[src/rtl/vga_pkg.sv]
// rtl/vga_pkg.sv - VGA geometry constants, rectangle defaults and overlay types
package vga_pkg;

    localparam int HOR_PIXELS  = 800;
    localparam int VER_PIXELS  = 600;

    localparam int          W_OF_REC    = 400;
    localparam int          H_OF_REC    = 300;
    localparam logic [11:0] C_OF_REC    = 12'hAF0;
    localparam int          X_OF_REC    = 100;
    localparam int          Y_OF_REC    = 200;
    localparam int          RECT_STEP_X = 2;
    localparam int          RECT_STEP_Y = 1;

    typedef logic [10:0] pix_t;
    typedef logic [11:0] rgb_t;

    typedef enum logic [1:0] {
        WAIT_VBLNK = 2'd0,
        COUNT      = 2'd1,
        UPDATE     = 2'd2
    } rect_state_t;

    // FWD is right for x and down for y
    typedef enum logic {
        DIR_FWD = 1'b0,
        DIR_REV = 1'b1
    } dir_t;

    typedef struct packed {
        pix_t pos;
        dir_t dir;
    } axis_t;

    typedef struct packed {
        pix_t vcount;
        pix_t hcount;
        logic vsync;
        logic hsync;
        logic vblnk;
        logic hblnk;
        rgb_t rgb;
    } tbus_t;

    // One bounce step on a single axis; limit is the largest legal edge position.
    // 12-bit sums keep pos + step from wrapping.
    function automatic axis_t bounce(pix_t pos, dir_t dir, logic [11:0] step,
                                     logic [11:0] limit);
        axis_t       r;
        logic [11:0] p;
        p = {1'b0, pos};
        r = '{pos: pos, dir: dir};
        if (dir == DIR_FWD) begin
            if (p + step >= limit) begin
                r.pos = limit[10:0];
                r.dir = DIR_REV;
            end else begin
                r.pos = pos + step[10:0];
            end
        end else begin
            if (p <= step) begin
                r.pos = '0;
                r.dir = DIR_FWD;
            end else begin
                r.pos = pos - step[10:0];
            end
        end
        return r;
    endfunction

endpackage

[src/rtl/draw_rect_move_pos.sv]
// rtl/draw_rect_move_pos.sv - per-frame rectangle position FSM with edge bounce
module draw_rect_pos
    import vga_pkg::*;
#(
    parameter int RECT_W    = W_OF_REC,
    parameter int RECT_H    = H_OF_REC,
    parameter int X_INIT    = X_OF_REC,
    parameter int Y_INIT    = Y_OF_REC,
    parameter int STEP_X    = RECT_STEP_X,
    parameter int STEP_Y    = RECT_STEP_Y,
    parameter int FRAME_DIV = 1
) (
    input  logic clk,
    input  logic rst_n,
    input  logic en,
    input  logic frame_evt,
    output pix_t rect_x,
    output pix_t rect_y
);

    localparam int          CNT_W    = (FRAME_DIV > 1) ? $clog2(FRAME_DIV) : 1;
    localparam logic [CNT_W-1:0] CNT_LAST = CNT_W'(FRAME_DIV - 1);
    localparam logic [11:0] LIMIT_X  = 12'(HOR_PIXELS - RECT_W);
    localparam logic [11:0] LIMIT_Y  = 12'(VER_PIXELS - RECT_H);
    localparam logic [11:0] STEP_X12 = 12'(STEP_X);
    localparam logic [11:0] STEP_Y12 = 12'(STEP_Y);

    rect_state_t      state_q, state_d;
    logic [CNT_W-1:0] frame_cnt_q, frame_cnt_d;
    pix_t             x_q, x_d, y_q, y_d;
    dir_t             dir_x_q, dir_x_d, dir_y_q, dir_y_d;
    axis_t            next_x, next_y;

    assign next_x = bounce(x_q, dir_x_q, STEP_X12, LIMIT_X);
    assign next_y = bounce(y_q, dir_y_q, STEP_Y12, LIMIT_Y);

    always_comb begin
        state_d     = state_q;
        frame_cnt_d = frame_cnt_q;
        x_d         = x_q;
        y_d         = y_q;
        dir_x_d     = dir_x_q;
        dir_y_d     = dir_y_q;
        case (state_q)
            WAIT_VBLNK: begin
                if (frame_evt) state_d = COUNT;
            end
            COUNT: begin
                if (frame_cnt_q == CNT_LAST) begin
                    frame_cnt_d = '0;
                    state_d     = UPDATE;
                end else begin
                    frame_cnt_d = frame_cnt_q + 1'b1;
                    state_d     = WAIT_VBLNK;
                end
            end
            UPDATE: begin
                if (en) begin
                    x_d     = next_x.pos;
                    dir_x_d = next_x.dir;
                    y_d     = next_y.pos;
                    dir_y_d = next_y.dir;
                end
                state_d = WAIT_VBLNK;
            end
            default: state_d = WAIT_VBLNK;
        endcase
    end

    always_ff @(posedge clk) begin
        if (!rst_n) begin
            state_q     <= WAIT_VBLNK;
            frame_cnt_q <= '0;
            x_q         <= pix_t'(X_INIT);
            y_q         <= pix_t'(Y_INIT);
            dir_x_q     <= DIR_FWD;
            dir_y_q     <= DIR_FWD;
        end else begin
            state_q     <= state_d;
            frame_cnt_q <= frame_cnt_d;
            x_q         <= x_d;
            y_q         <= y_d;
            dir_x_q     <= dir_x_d;
            dir_y_q     <= dir_y_d;
        end
    end

    assign rect_x = x_q;
    assign rect_y = y_q;

endmodule

[src/rtl/draw_rect_move.sv]
// rtl/draw_rect_move.sv - one-cycle timing pass-through with a bouncing solid rectangle
module draw_rect_move
    import vga_pkg::*;
#(
    parameter int          RECT_W     = W_OF_REC,
    parameter int          RECT_H     = H_OF_REC,
    parameter logic [11:0] RECT_COLOR = C_OF_REC,
    parameter int          X_INIT     = X_OF_REC,
    parameter int          Y_INIT     = Y_OF_REC,
    parameter int          STEP_X     = RECT_STEP_X,
    parameter int          STEP_Y     = RECT_STEP_Y,
    parameter int          FRAME_DIV  = 1
) (
    input  logic clk,
    input  logic rst_n,
    input  logic en,
    input  pix_t vcount_in,
    input  pix_t hcount_in,
    input  logic vsync_in,
    input  logic hsync_in,
    input  logic vblnk_in,
    input  logic hblnk_in,
    input  rgb_t rgb_in,
    output pix_t vcount_out,
    output pix_t hcount_out,
    output logic vsync_out,
    output logic hsync_out,
    output logic vblnk_out,
    output logic hblnk_out,
    output rgb_t rgb_out,
    output pix_t rect_x,
    output pix_t rect_y
);

    if (RECT_W < 1 || RECT_W > HOR_PIXELS) begin : g_chk_w
        $error("RECT_W must be 1..HOR_PIXELS");
    end
    if (RECT_H < 1 || RECT_H > VER_PIXELS) begin : g_chk_h
        $error("RECT_H must be 1..VER_PIXELS");
    end
    if (STEP_X < 1 || STEP_Y < 1) begin : g_chk_step
        $error("STEP_X and STEP_Y must be at least 1");
    end
    if (FRAME_DIV < 1) begin : g_chk_div
        $error("FRAME_DIV must be at least 1");
    end

    localparam logic [11:0] W_M1 = 12'(RECT_W - 1);
    localparam logic [11:0] H_M1 = 12'(RECT_H - 1);

    tbus_t       out_q, out_d;
    logic        vblnk_prev_q, vblnk_prev_d;
    logic        armed_q, armed_d;
    logic        frame_evt;
    logic        hit;
    logic [11:0] h12, v12, x12, y12;

    assign h12 = {1'b0, hcount_in};
    assign v12 = {1'b0, vcount_in};
    assign x12 = {1'b0, rect_x};
    assign y12 = {1'b0, rect_y};

    // armed stays low until vblnk has been seen low once, so a vblank that is
    // already in progress when reset releases does not count as a new frame
    always_comb begin
        vblnk_prev_d = vblnk_in;
        armed_d      = armed_q | ~vblnk_in;
        frame_evt    = vblnk_in & ~vblnk_prev_q & armed_q;

        hit = (h12 >= x12) && (h12 <= x12 + W_M1) &&
              (v12 >= y12) && (v12 <= y12 + H_M1) &&
              !hblnk_in && !vblnk_in;

        out_d.vcount = vcount_in;
        out_d.hcount = hcount_in;
        out_d.vsync  = vsync_in;
        out_d.hsync  = hsync_in;
        out_d.vblnk  = vblnk_in;
        out_d.hblnk  = hblnk_in;
        out_d.rgb    = hit ? RECT_COLOR : rgb_in;
    end

    always_ff @(posedge clk) begin
        if (!rst_n) begin
            out_q        <= '0;
            vblnk_prev_q <= 1'b0;
            armed_q      <= 1'b0;
        end else begin
            out_q        <= out_d;
            vblnk_prev_q <= vblnk_prev_d;
            armed_q      <= armed_d;
        end
    end

    draw_rect_pos #(
        .RECT_W    (RECT_W),
        .RECT_H    (RECT_H),
        .X_INIT    (X_INIT),
        .Y_INIT    (Y_INIT),
        .STEP_X    (STEP_X),
        .STEP_Y    (STEP_Y),
        .FRAME_DIV (FRAME_DIV)
    ) u_pos (
        .clk       (clk),
        .rst_n     (rst_n),
        .en        (en),
        .frame_evt (frame_evt),
        .rect_x    (rect_x),
        .rect_y    (rect_y)
    );

    assign vcount_out = out_q.vcount;
    assign hcount_out = out_q.hcount;
    assign vsync_out  = out_q.vsync;
    assign hsync_out  = out_q.hsync;
    assign vblnk_out  = out_q.vblnk;
    assign hblnk_out  = out_q.hblnk;
    assign rgb_out    = out_q.rgb;

endmodule

[config.mk]
export PLATFORM = sky130hd
export DESIGN_NAME = draw_rect_move
export DESIGN_NICKNAME = d
export VERILOG_FILES = /design/src/rtl/vga_pkg.sv /design/src/rtl/draw_rect_move_pos.sv /design/src/rtl/draw_rect_move.sv
export SDC_FILE = /design/constraint.sdc
export NUM_CORES = 1
export LEC_CHECK = 0
export BUFFER_PORTS_ARGS = -buffer_cell sky130_fd_sc_hd__buf_2
export CORE_ASPECT_RATIO = 1.1
export CORE_MARGIN = 2
export CORE_UTILIZATION = 25
export DETAILED_ROUTE_END_ITERATION = 16
export PLACE_DENSITY_LB_ADDON = 0.08
export REMOVE_ABC_BUFFERS = 1
export SLEW_MARGIN = 20
export SYNTH_ARGS = -nofsm -noshare
export SYNTH_HDL_FRONTEND = slang
export SYNTH_SLANG_ARGS = --single-unit
[constraint.sdc]
create_clock -name clk -period 4.8 [get_ports clk]
set_input_delay 0.72 -clock clk [delete_from_list [all_inputs] [get_ports clk]]
set_output_delay 0.72 -clock clk [all_outputs]
set_load 0.01 [all_outputs]
# Word level (Yosys, flattened, before mapping)
# Cells that the tools add are included.
[word_totals] regBits=66 latch_bits=0 ram_bits=0 rom_bits=0 in_bits=41 out_inout_bits=60 mem_count=0
[op_classes] n_addsub=9 n_mul=0 div_mod_pow=0 magnitude_cmp=8 eq_ne=3 shift=0 mux=15 bitwise=6 n_reduce_logical=10
[ops] operator="$mux 11" count=4
[ops] operator="$mux 12" count=3
[ops] operator="$add 11x9->12 const B" count=2
[ops] operator="$ge 12x9->1 const B" count=2
[ops] operator="$le 11x12->1" count=2
[ops] operator="$ge 11x11->1" count=2
[ops] operator="$add 11x1->12 const B" count=1
[ops] operator="$add 11x2->12 const B" count=1
[ops] operator="$add 11x1->11 const B" count=1
[ops] operator="$add 11x2->11 const B" count=1
[ops] operator="$le 11x1->1 const B" count=1
[ops] operator="$le 11x2->1 const B" count=1
[ops] operator="$sub 11x1->11 const B" count=1
[ops] operator="$sub 11x2->11 const B" count=1
[ops] operator="$logic_and 1x1->1" count=5
[ops] operator="$mux 1" count=5
[ops] operator="$mux 2" count=2
[ops] operator="$pmux 2 s2" count=1
[ops] operator="$not 1->1" count=3
[ops] operator="$and 1x1->1" count=2
[ops] operator="$eq 2x1->1 const B" count=1
[ops] operator="$eq 2x2->1 const B" count=1
[ops] operator="$logic_not 1->1" count=2
[ops] operator="$logic_not 2->1" count=1
[ops] operator="5 further kinds" count=5

# Depth between registers and ports, before layout
# Gate-level depths: netlist of the first run.
[logic_depth] word_depth=8 mapped_depth=16

# Hierarchy
# Synthesis of the first run repeated with hierarchy kept, for this count alone.
[hier_totals] cells_unflattened=563 hier_area_um2=4669.5
[by_module_without_submodules] mod="draw_rect_move" n_inst=1 cells_each=276 area_per_inst_um2=2552.4
[by_module_without_submodules] mod="draw_rect_pos" n_inst=1 cells_each=287 area_per_inst_um2=2117.0

# Worst setup path before layout of the first run
# No wires, ideal clock.
[synth_path] kind="flip-flop to flip-flop" start="register u_pos.y_q[0] (netlist: u_pos.rect_y[0])" end="register out_q (netlist bit rgb_out[11])" setup_time_ns=0.115 t_arrival_ns=2.913 required_time_ns=4.685 setup_slack_ns=1.773 stages_incl_launch_ff=16 n_path_buf=1 period_less_slack_ns=3.027 path_cell_list="dfxtp_1 inv_1 ha_1 nor2_1 o21ai_0 and2_1 nor2_1 xnor2_1 ha_1 nand2_1 a2111oi_0 a21o_1 a32oi_1 and3_1 buf_2 o21a_1"
[synth_via] elab_chain_cells=6 elab_cells_between_ends=8 classes_between="add/sub: 1; order compare: 2; mux: 1; reduce/logical: 4"
[synth_rtl] item="start, declared" line_no="draw_rect_move_pos.sv:30" source="pix_t x_q, x_d, y_q, y_d;"
[synth_rtl] item="start signal, assigned" line_no="draw_rect_move_pos.sv:75" source="y_q <= pix_t'(Y_INIT);"
[synth_rtl] item="start signal, assigned" line_no="draw_rect_move_pos.sv:82" source="y_q <= y_d;"
[synth_rtl] item="$add 11x9->12 / $ge 11x11->1 (equally long branches)" line_no="draw_rect_move.sv:71" source="(v12 >= y12) && (v12 <= y12 + H_M1) &&"
[synth_rtl] item="$le 11x12->1 / $logic_and 1x1->1 (equally long branches)" line_no="draw_rect_move.sv:71, draw_rect_move.sv:70"
[synth_rtl] item="$logic_and 1x1->1 * (2 in series)" line_no="draw_rect_move.sv:71"
[synth_rtl] item="$logic_and 1x1->1 *" line_no="draw_rect_move.sv:72" source="!hblnk_in && !vblnk_in;"
[synth_rtl] item="$mux 12 *" line_no="draw_rect_move.sv:80" source="out_d.rgb = hit ? RECT_COLOR : rgb_in;"
[synth_rtl] item="end signal, assigned" line_no="draw_rect_move.sv:89" source="out_q <= out_d;"
[synth_rtl] item="end, declared" line_no="draw_rect_move.sv:51" source="tbus_t out_q, out_d;"
# Mark *: on every way between the ends. The rest lies on a longest branch, timed or not.
# A chain may end at the register's enable or synchronous reset.

# Worst setup path in the final report of the first run
[layout_path] start="register u_pos.y_q[0] (netlist: u_pos.rect_y[0])" end="register out_q (netlist bit rgb_out[8])"
[layout_via] elab_chain_cells=6 elab_cells_between_ends=8 classes_between="add/sub: 1; order compare: 2; reduce/logical: 5"
[layout_rtl] item="$add 11x9->12 / $ge 11x11->1 (equally long branches)" line_no="draw_rect_move.sv:71"
[layout_rtl] item="$le 11x12->1 / $logic_and 1x1->1 (equally long branches)" line_no="draw_rect_move.sv:71, draw_rect_move.sv:70"
[layout_rtl] item="$logic_and 1x1->1 * (2 in series)" line_no="draw_rect_move.sv:71"
[layout_rtl] item="$logic_and 1x1->1 *" line_no="draw_rect_move.sv:72"
[layout_rtl] item="$reduce_or 2->1 (no line) *"
# Marked as above.

==> results.py, run 1 <==
metrics = {
    "status": {
        "outcome": "completed",
    },
    "place": {
        "dp_hpwl_mm": 10.1,
        "pre_cts_ws_ps": 1320,
        "port_buffers": 99,
        "gp_congestion": 0.849,
    },
    "layout": {
        "antenna_cells": 0,
        "layout.nets": 694,
        "drive_gt1_frac": 0.223,
        "area_delta_synth_final_pct": 21.1,
        "finish.utilization": 0.307,
    },
    "power_and_ir_drop": {
        "power_leakage_nw": 2.18,
        "p_per_area_mw_per_mm2": 256,
        "ir_drop_mv": 0.161,
    },
    "yosys": {
        "synth.distinct_cells": 70,
        "synthTopCellsByArea": "dfxtp_1 (30%), ha_1 (14%), xnor2_1 (4.9%), and2_1 (4.1%), a21oi_1 (4.0%)",
        "syn_area_sq_mm": 0.00429,
        "synthArstFlopShare": 0,
        "synth_top_area_share": 0.299,
        "ys_seq_area_frac": 0.299,
        "yosys_warnings": 0,
        "yosys_most_used_dff": "dfxtp_1",
        "synth-edff-count": 0,
        "synth_top_area_cell": "dfxtp_1",
        "synth_cells": 524,
        "ys_ff_latch": 64,
        "avgSynthCellArea_sq_um": 8.18,
    },
    "floorplanning": {
        "pin_count": 101,
        "die_x_um": 129,
        "num_rows": 50,
        "die_y_um": 141,
        "dieArea_sq_mm": 0.0182,
        "initial_core_util": 0.254,
        "core_sq_mm": 0.0169,
    },
    "global_route": {
        "grt_pass1_vias": 4093,
        "grt_pass1_wl_mm": 21.3,
        "grt.total_usage": 0.150,
        "antenna_found_initial": 0,
        "grt_max_degree": 38,
        "gr-total-overflow": 0,
    },
    "timing": {
        "setup-tns-final_ps": 0,
        "holdWs_ps": 454,
        "layout_setup_ws_ps": 1360,
        "fin_crit_ps": 3440,
        "slew_viol_final": 0,
        "setup_violations": 0,
        "finalHoldViolations": 0,
        "fmax_mhz": 290,
        "worst_pin_slew_ps": 994,
        "skew_ps": 8.58,
        "grt_setup_unrepaired": "no",
        "finalCritPeriodShare": 0.718,
        "relSlewSlack": 0.333,
    },
    "detailed_routing": {
        "drt_wl_total_mm": 13.5,
        "via_count": 4122,
        "dr.pass1.iters": 4,
        "routedWlPerCell_um": 16.5,
        "drtIter0Drc": 195,
        "ant_nets": 0,
        "drc": 0,
        "viasPerCell": 5.04,
    },
    "worst_hold_path": {
        "hp-class": "register to register",
    },
    "setup_path": {
        "path_cells": "inv_1, ha_1, nor2_1, o21ai_0, and2_1, nor2_1, o21ai_0, xnor2_1, ha_1, nor3_1, o211ai_1, a21o_1, a32oi_1, nand3_1, and3_1",
        "cp_top_family": "simple AND/OR/NAND/NOR gates",
        "slowest_delay_ps": 600,
        "crit_type": "register to register",
        "cp.required_ps": 5030,
        "cp_max_fo": 12,
        "arrival_ps": 3680,
        "startpoint_type": "register",
        "slowest_stage": "dfxtp_1",
        "crit_buf_inv": 1,
        "worstSetupEndpointType": "register",
    },
    "clocking": {
        "cts_setup_buffers": 0,
        "clock_sinks": 64,
        "cts_buffer_depth": 2,
        "clkSlewWorstSetupHoldPaths_ps": 60,
        "cts_root_buf": "clkbuf_16",
        "cts_buffers": 9,
        "htree_num_levels": 3,
        "insertion_delay_ps": 340,
        "cts_hold_buf": 0,
        "cts_tree": "yes",
        "cts_resized": 0,
    },
    "run": {
        "drv_cap": 0,
    },
}
==> cells in the final DEF, fill, tap and decap left out, types with 3 or more instances in the layout <==
cell        synthesis  routed
buf_2              10      99
dfxtp_1            64      64
ha_1               48      48
nand2_1            44      44
nor2_1             38      38
a21oi_1            34      34
o21ai_0            30      30
and2_1             28      28
inv_1              24      24
xnor2_1            24      24
nor3_1             20      20
nand3_1            15      15
nand4_1            10      10
and3_1              9       9
o21a_1              9       9
clkbuf_16           0       9
nor4_1              7       7
o211ai_1            7       7
or3_1               5       5
a31oi_1             4       4
a2111oi_0           4       4
clkinvlp_4          0       4
a21o_1              3       3
o31ai_1             3       3
or2_2               3       3
mux2i_1             3       3
a221oi_1            3       3
o221ai_1            3       3
==> metal layers <==
layer	vias up	track usage	wire, um
li1	2055	-	-
met1	1925	0.180	5950
met2	111	0.258	6490
met3	31	0.0260	578
met4	0	0.0744	451
met5	-	0	0
==> flip-flops by register name, summed over array words and instances, names as in the netlist, 2 cells and up <==
name           count
u_pos.state_q      2
u_pos.rect_x      10
vcount_out        11
hcount_out        11
u_pos.rect_y      11
rgb_out           12
==> synthesized netlist by cell type, types with 4 or more instances <==
library cell and count:
a2111oi_0 4, a21oi_1 34, a31oi_1 4, and2_1 28, and3_1 9, buf_2 10, clkbuf_1 16, dfxtp_1 64
ha_1 48, inv_1 24, nand2_1 44, nand3_1 15, nand4_1 10, nor2_1 38, nor3_1 20, nor4_1 7
o211ai_1 7, o21a_1 9, o21ai_0 30, or3_1 5, xnor2_1 24
==> where the power goes <==
| group | total (W) | internal (W) | switching, W |
|---|---|---|---|
| logic | 0.000134 | 0.0000592 | 0.0000746 |
| clock network | 0.000638 | 0.000364 | 0.000273 |
| registers | 0.000559 | 0.000551 | 0.00000799 |
==> final timing paths <==
kind | start | to | slack, ps | cells after the start
min | u_pos.state_q[1] | u_pos.state_q[0] | 450 | 1
max | u_pos.rect_y[0] | rgb_out[8] | 1360 | 15
max reg2reg | u_pos.rect_y[0] | rgb_out[8] | 1360 | 15
min reg2reg | u_pos.state_q[1] | u_pos.state_q[0] | 450 | 1
==> logic make-up (layout without fill, tap and decap cells) <==
| logic type | after synthesis | after routing | synth area share |
|---|---|---|---|
| AND/OR/NAND/NOR | 197 | 197 | 0.243 |
| multiplexers | 3 | 3 | 0.00701 |
| other | 1 | 1 | 0.000875 |
| buffers and inverters | 56 | 142 | 0.0566 |
| AO/OA/AOI/OAI | 129 | 129 | 0.200 |
| adder cells (fa/ha/maj) | 48 | 48 | 0.140 |
| XOR/XNOR | 26 | 26 | 0.0531 |
| flip-flops | 64 | 64 | 0.299 |
==> layout make-up <==
class | count | area, sq um
clock buffers | 10 | 239
clock inverters | 6 | 43.8
fillers | 1851 | 11700
inverters | 25 | 93.8
multi-input cells | 404 | 2760
flip-flops and latches | 64 | 1280
well taps | 208 | 260
repair buffers | 101 | 510
==> stage by stage <==
step / cell area (sq um) / cells / total power, W
floorplan: 4140 / 493 / 0.000640
global placement: 4910 / 802 / 0.000706
detailed placement: 4910 / 802 / 0.000707
CTS: 5190 / 818 / 0.00136
global route: 5190 / 818 / 0.00139
finish: 5190 / 818 / 0.00133
No activity file was read; power rests on OpenSTA's default activity.
==> run 2: changes to the inputs <==
clock period = 2.9 ns   (was 4.8 ns; I/O delays follow)
==> results.py, run 2 (synthesis results as in run 1) <==
metrics = {
    "timing": {
        "holdWs_ps": 295,
        "slew_viol_final": 0,
        "relSlewSlack": 0.597,
        "skew_ps": 10.1,
        "fin_crit_ps": 2730,
        "setup_violations": 0,
        "fmax_mhz": 366,
        "finalCritPeriodShare": 0.943,
        "worst_pin_slew_ps": 603,
        "finalHoldViolations": 0,
    },
    "layout": {
        "finish.utilization": 0.337,
        "nFillCells": 1787,
        "drive_gt1_frac": 0.315,
        "antenna_cells": 0,
        "final_common_cell": "buf_2",
        "design_area_sq_mm": 0.00570,
        "largest_reg_flops": 12,
        "area_delta_synth_final_pct": 32.9,
        "layout.nets": 739,
        "layout_common_cells": "buf_2 (99), dfxtp_1 (62), buf_4 (47), ha_1 (46), nand2_1 (43)",
    },
    "worst_hold_path": {
        "hp-class": "input pin to register",
        "holdPathEnd": "hsync_out",
        "min_from": "hsync_in",
        "hold_depth": 2,
    },
    "detailed_routing": {
        "routedWlPerCell_um": 16.4,
        "viasPerCell": 4.87,
        "dr.pass1.iters": 5,
        "ant_nets": 0,
        "drt_wl_total_mm": 14.1,
        "drtIter0Drc": 163,
        "drc": 0,
        "via_count": 4201,
    },
    "clocking": {
        "cts_buffer_depth": 2,
        "clock_sinks": 64,
        "cts_buffers": 9,
        "cts_tree": "yes",
        "cts_setup_buffers": 0,
        "htree_num_levels": 3,
        "clkSlewWorstSetupHoldPaths_ps": 60,
        "insertion_delay_ps": 350,
        "cts_root_buf": "clkbuf_16",
        "cts_hold_buf": 0,
    },
    "setup_path": {
        "ff2ff_path_depth": 13,
        "reg2reg_slack_ps": 170,
        "r2r_end": "rgb_out[5]",
        "cp.required_ps": 3140,
        "arrival_ps": 2970,
        "startpoint_type": "register",
        "cp_max_fo": 6,
        "crit_type": "register to register",
        "reg2reg_from": "u_pos.rect_x[1]",
        "worstSetupEndpointType": "register",
    },
    "floorplanning": {
        "initial_core_util": 0.254,
        "dieArea_sq_mm": 0.0182,
        "die_x_um": 129,
        "die_y_um": 141,
        "core_sq_mm": 0.0169,
        "pin_count": 101,
        "num_rows": 50,
    },
    "power_and_ir_drop": {
        "power.total_w": 0.00239,
        "p_per_area_mw_per_mm2": 420,
        "power_leakage_nw": 2.43,
        "ir_drop_mv": 0.258,
    },
    "place": {
        "placed_area_sq_mm": 0.00525,
        "port_buffers": 99,
        "gp_congestion": 0.840,
        "dp_hpwl_mm": 11.0,
    },
    "global_route": {
        "grt_pass1_wl_mm": 22.4,
        "grt_pass1_vias": 4244,
        "grt_max_degree": 36,
        "grt.total_usage": 0.160,
        "gr-total-overflow": 0,
        "antenna_found_initial": 0,
    },
    "status": {
        "outcome": "completed",
    },
    "run": {
        "drv_cap": 0,
    },
}
run 2: cell types whose count changed in the layout (fill, tap and decap cells not counted), moves of 3 or more:
cell | before | now
and3_1 | 9 | 5
clkinvlp_4 | 4 | 1
and3_4 | 0 | 3
buf_4 | 2 | 47
run 2: what timing repair did:
| action | in CTS | in global routing |
|---|---|---|
| cloned | 0 | 0 |
| endpoints found under the hold margin | 0 | 0 |
| resized for setup | 5 | 25 |
| setup endpoints to repair | 12 | 12 |
| pin swaps | 2 | 11 |
run 2: stage by stage:
stage          worst slack [ps]  setup TNS, ps  std cells
5_1_grt                   -56.9           -578        863
4_1_cts                    11.7              0        863
3_5_place_dp              -97.1           -660        847
2_1_floorplan              -123          -1340        493
3_3_place_gp               25.3              0        847
6_report                    166              0        863
run 2: worst max-delay path by stage:
| stage | start | endpoint | depth (start not counted) |
|---|---|---|---|
| 2_1_floorplan | u_pos.rect_y[0] | rgb_out[0] | 15 |
| 3_3_place_gp | u_pos.rect_y[0] | rgb_out[3] | 15 |
| 3_5_place_dp | u_pos.rect_y[0] | rgb_out[5] | 14 |
| 4_1_cts | u_pos.rect_y[0] | rgb_out[2] | 14 |
| 5_1_grt | u_pos.rect_x[1] | rgb_out[2] | 14 |
| 6_report | u_pos.rect_x[1] | rgb_out[5] | 13 |
run 2: layer usage:
metal / GRT usage / vias up / wire [um]
met5: 0 / - / 0
met4: 0.0429 / 0 / 172
met3: 0.0354 / 9 / 555
met2: 0.281 / 98 / 7120
met1: 0.197 / 1956 / 6270
li1: - / 2138 / -
run 2: cell type report:
class | instances | area [sq um] | share of cell area
tap | 208 | 260 | 0.0457
timing repair buffer | 146 | 848 | 0.149
clock buffer | 9 | 225 | 0.0395
inverter | 25 | 93.8 | 0.0165
clock inverter | 7 | 103 | 0.0180
multi-input combinational | 404 | 2880 | 0.506
sequential | 64 | 1280 | 0.225
run 2: critical path, stage by stage (launching register included):
cell      delay, ps
dfxtp_2         360
inv_1            60
ha_1            200
nand2b_1         90
nand2_1         120
o21ai_2         230
xnor2_1          90
ha_1            300
nand3_1          80
and3_1          200
a311oi_2        330
a32oi_2         110
and3_2          260
o21a_1          170
run 2: power breakdown:
group	switching [W]	internal (W)
Combinational	0.000137	0.000113
Sequential	0.00000853	0.000912
Clock	0.000461	0.000763
Total	0.000607	0.00179
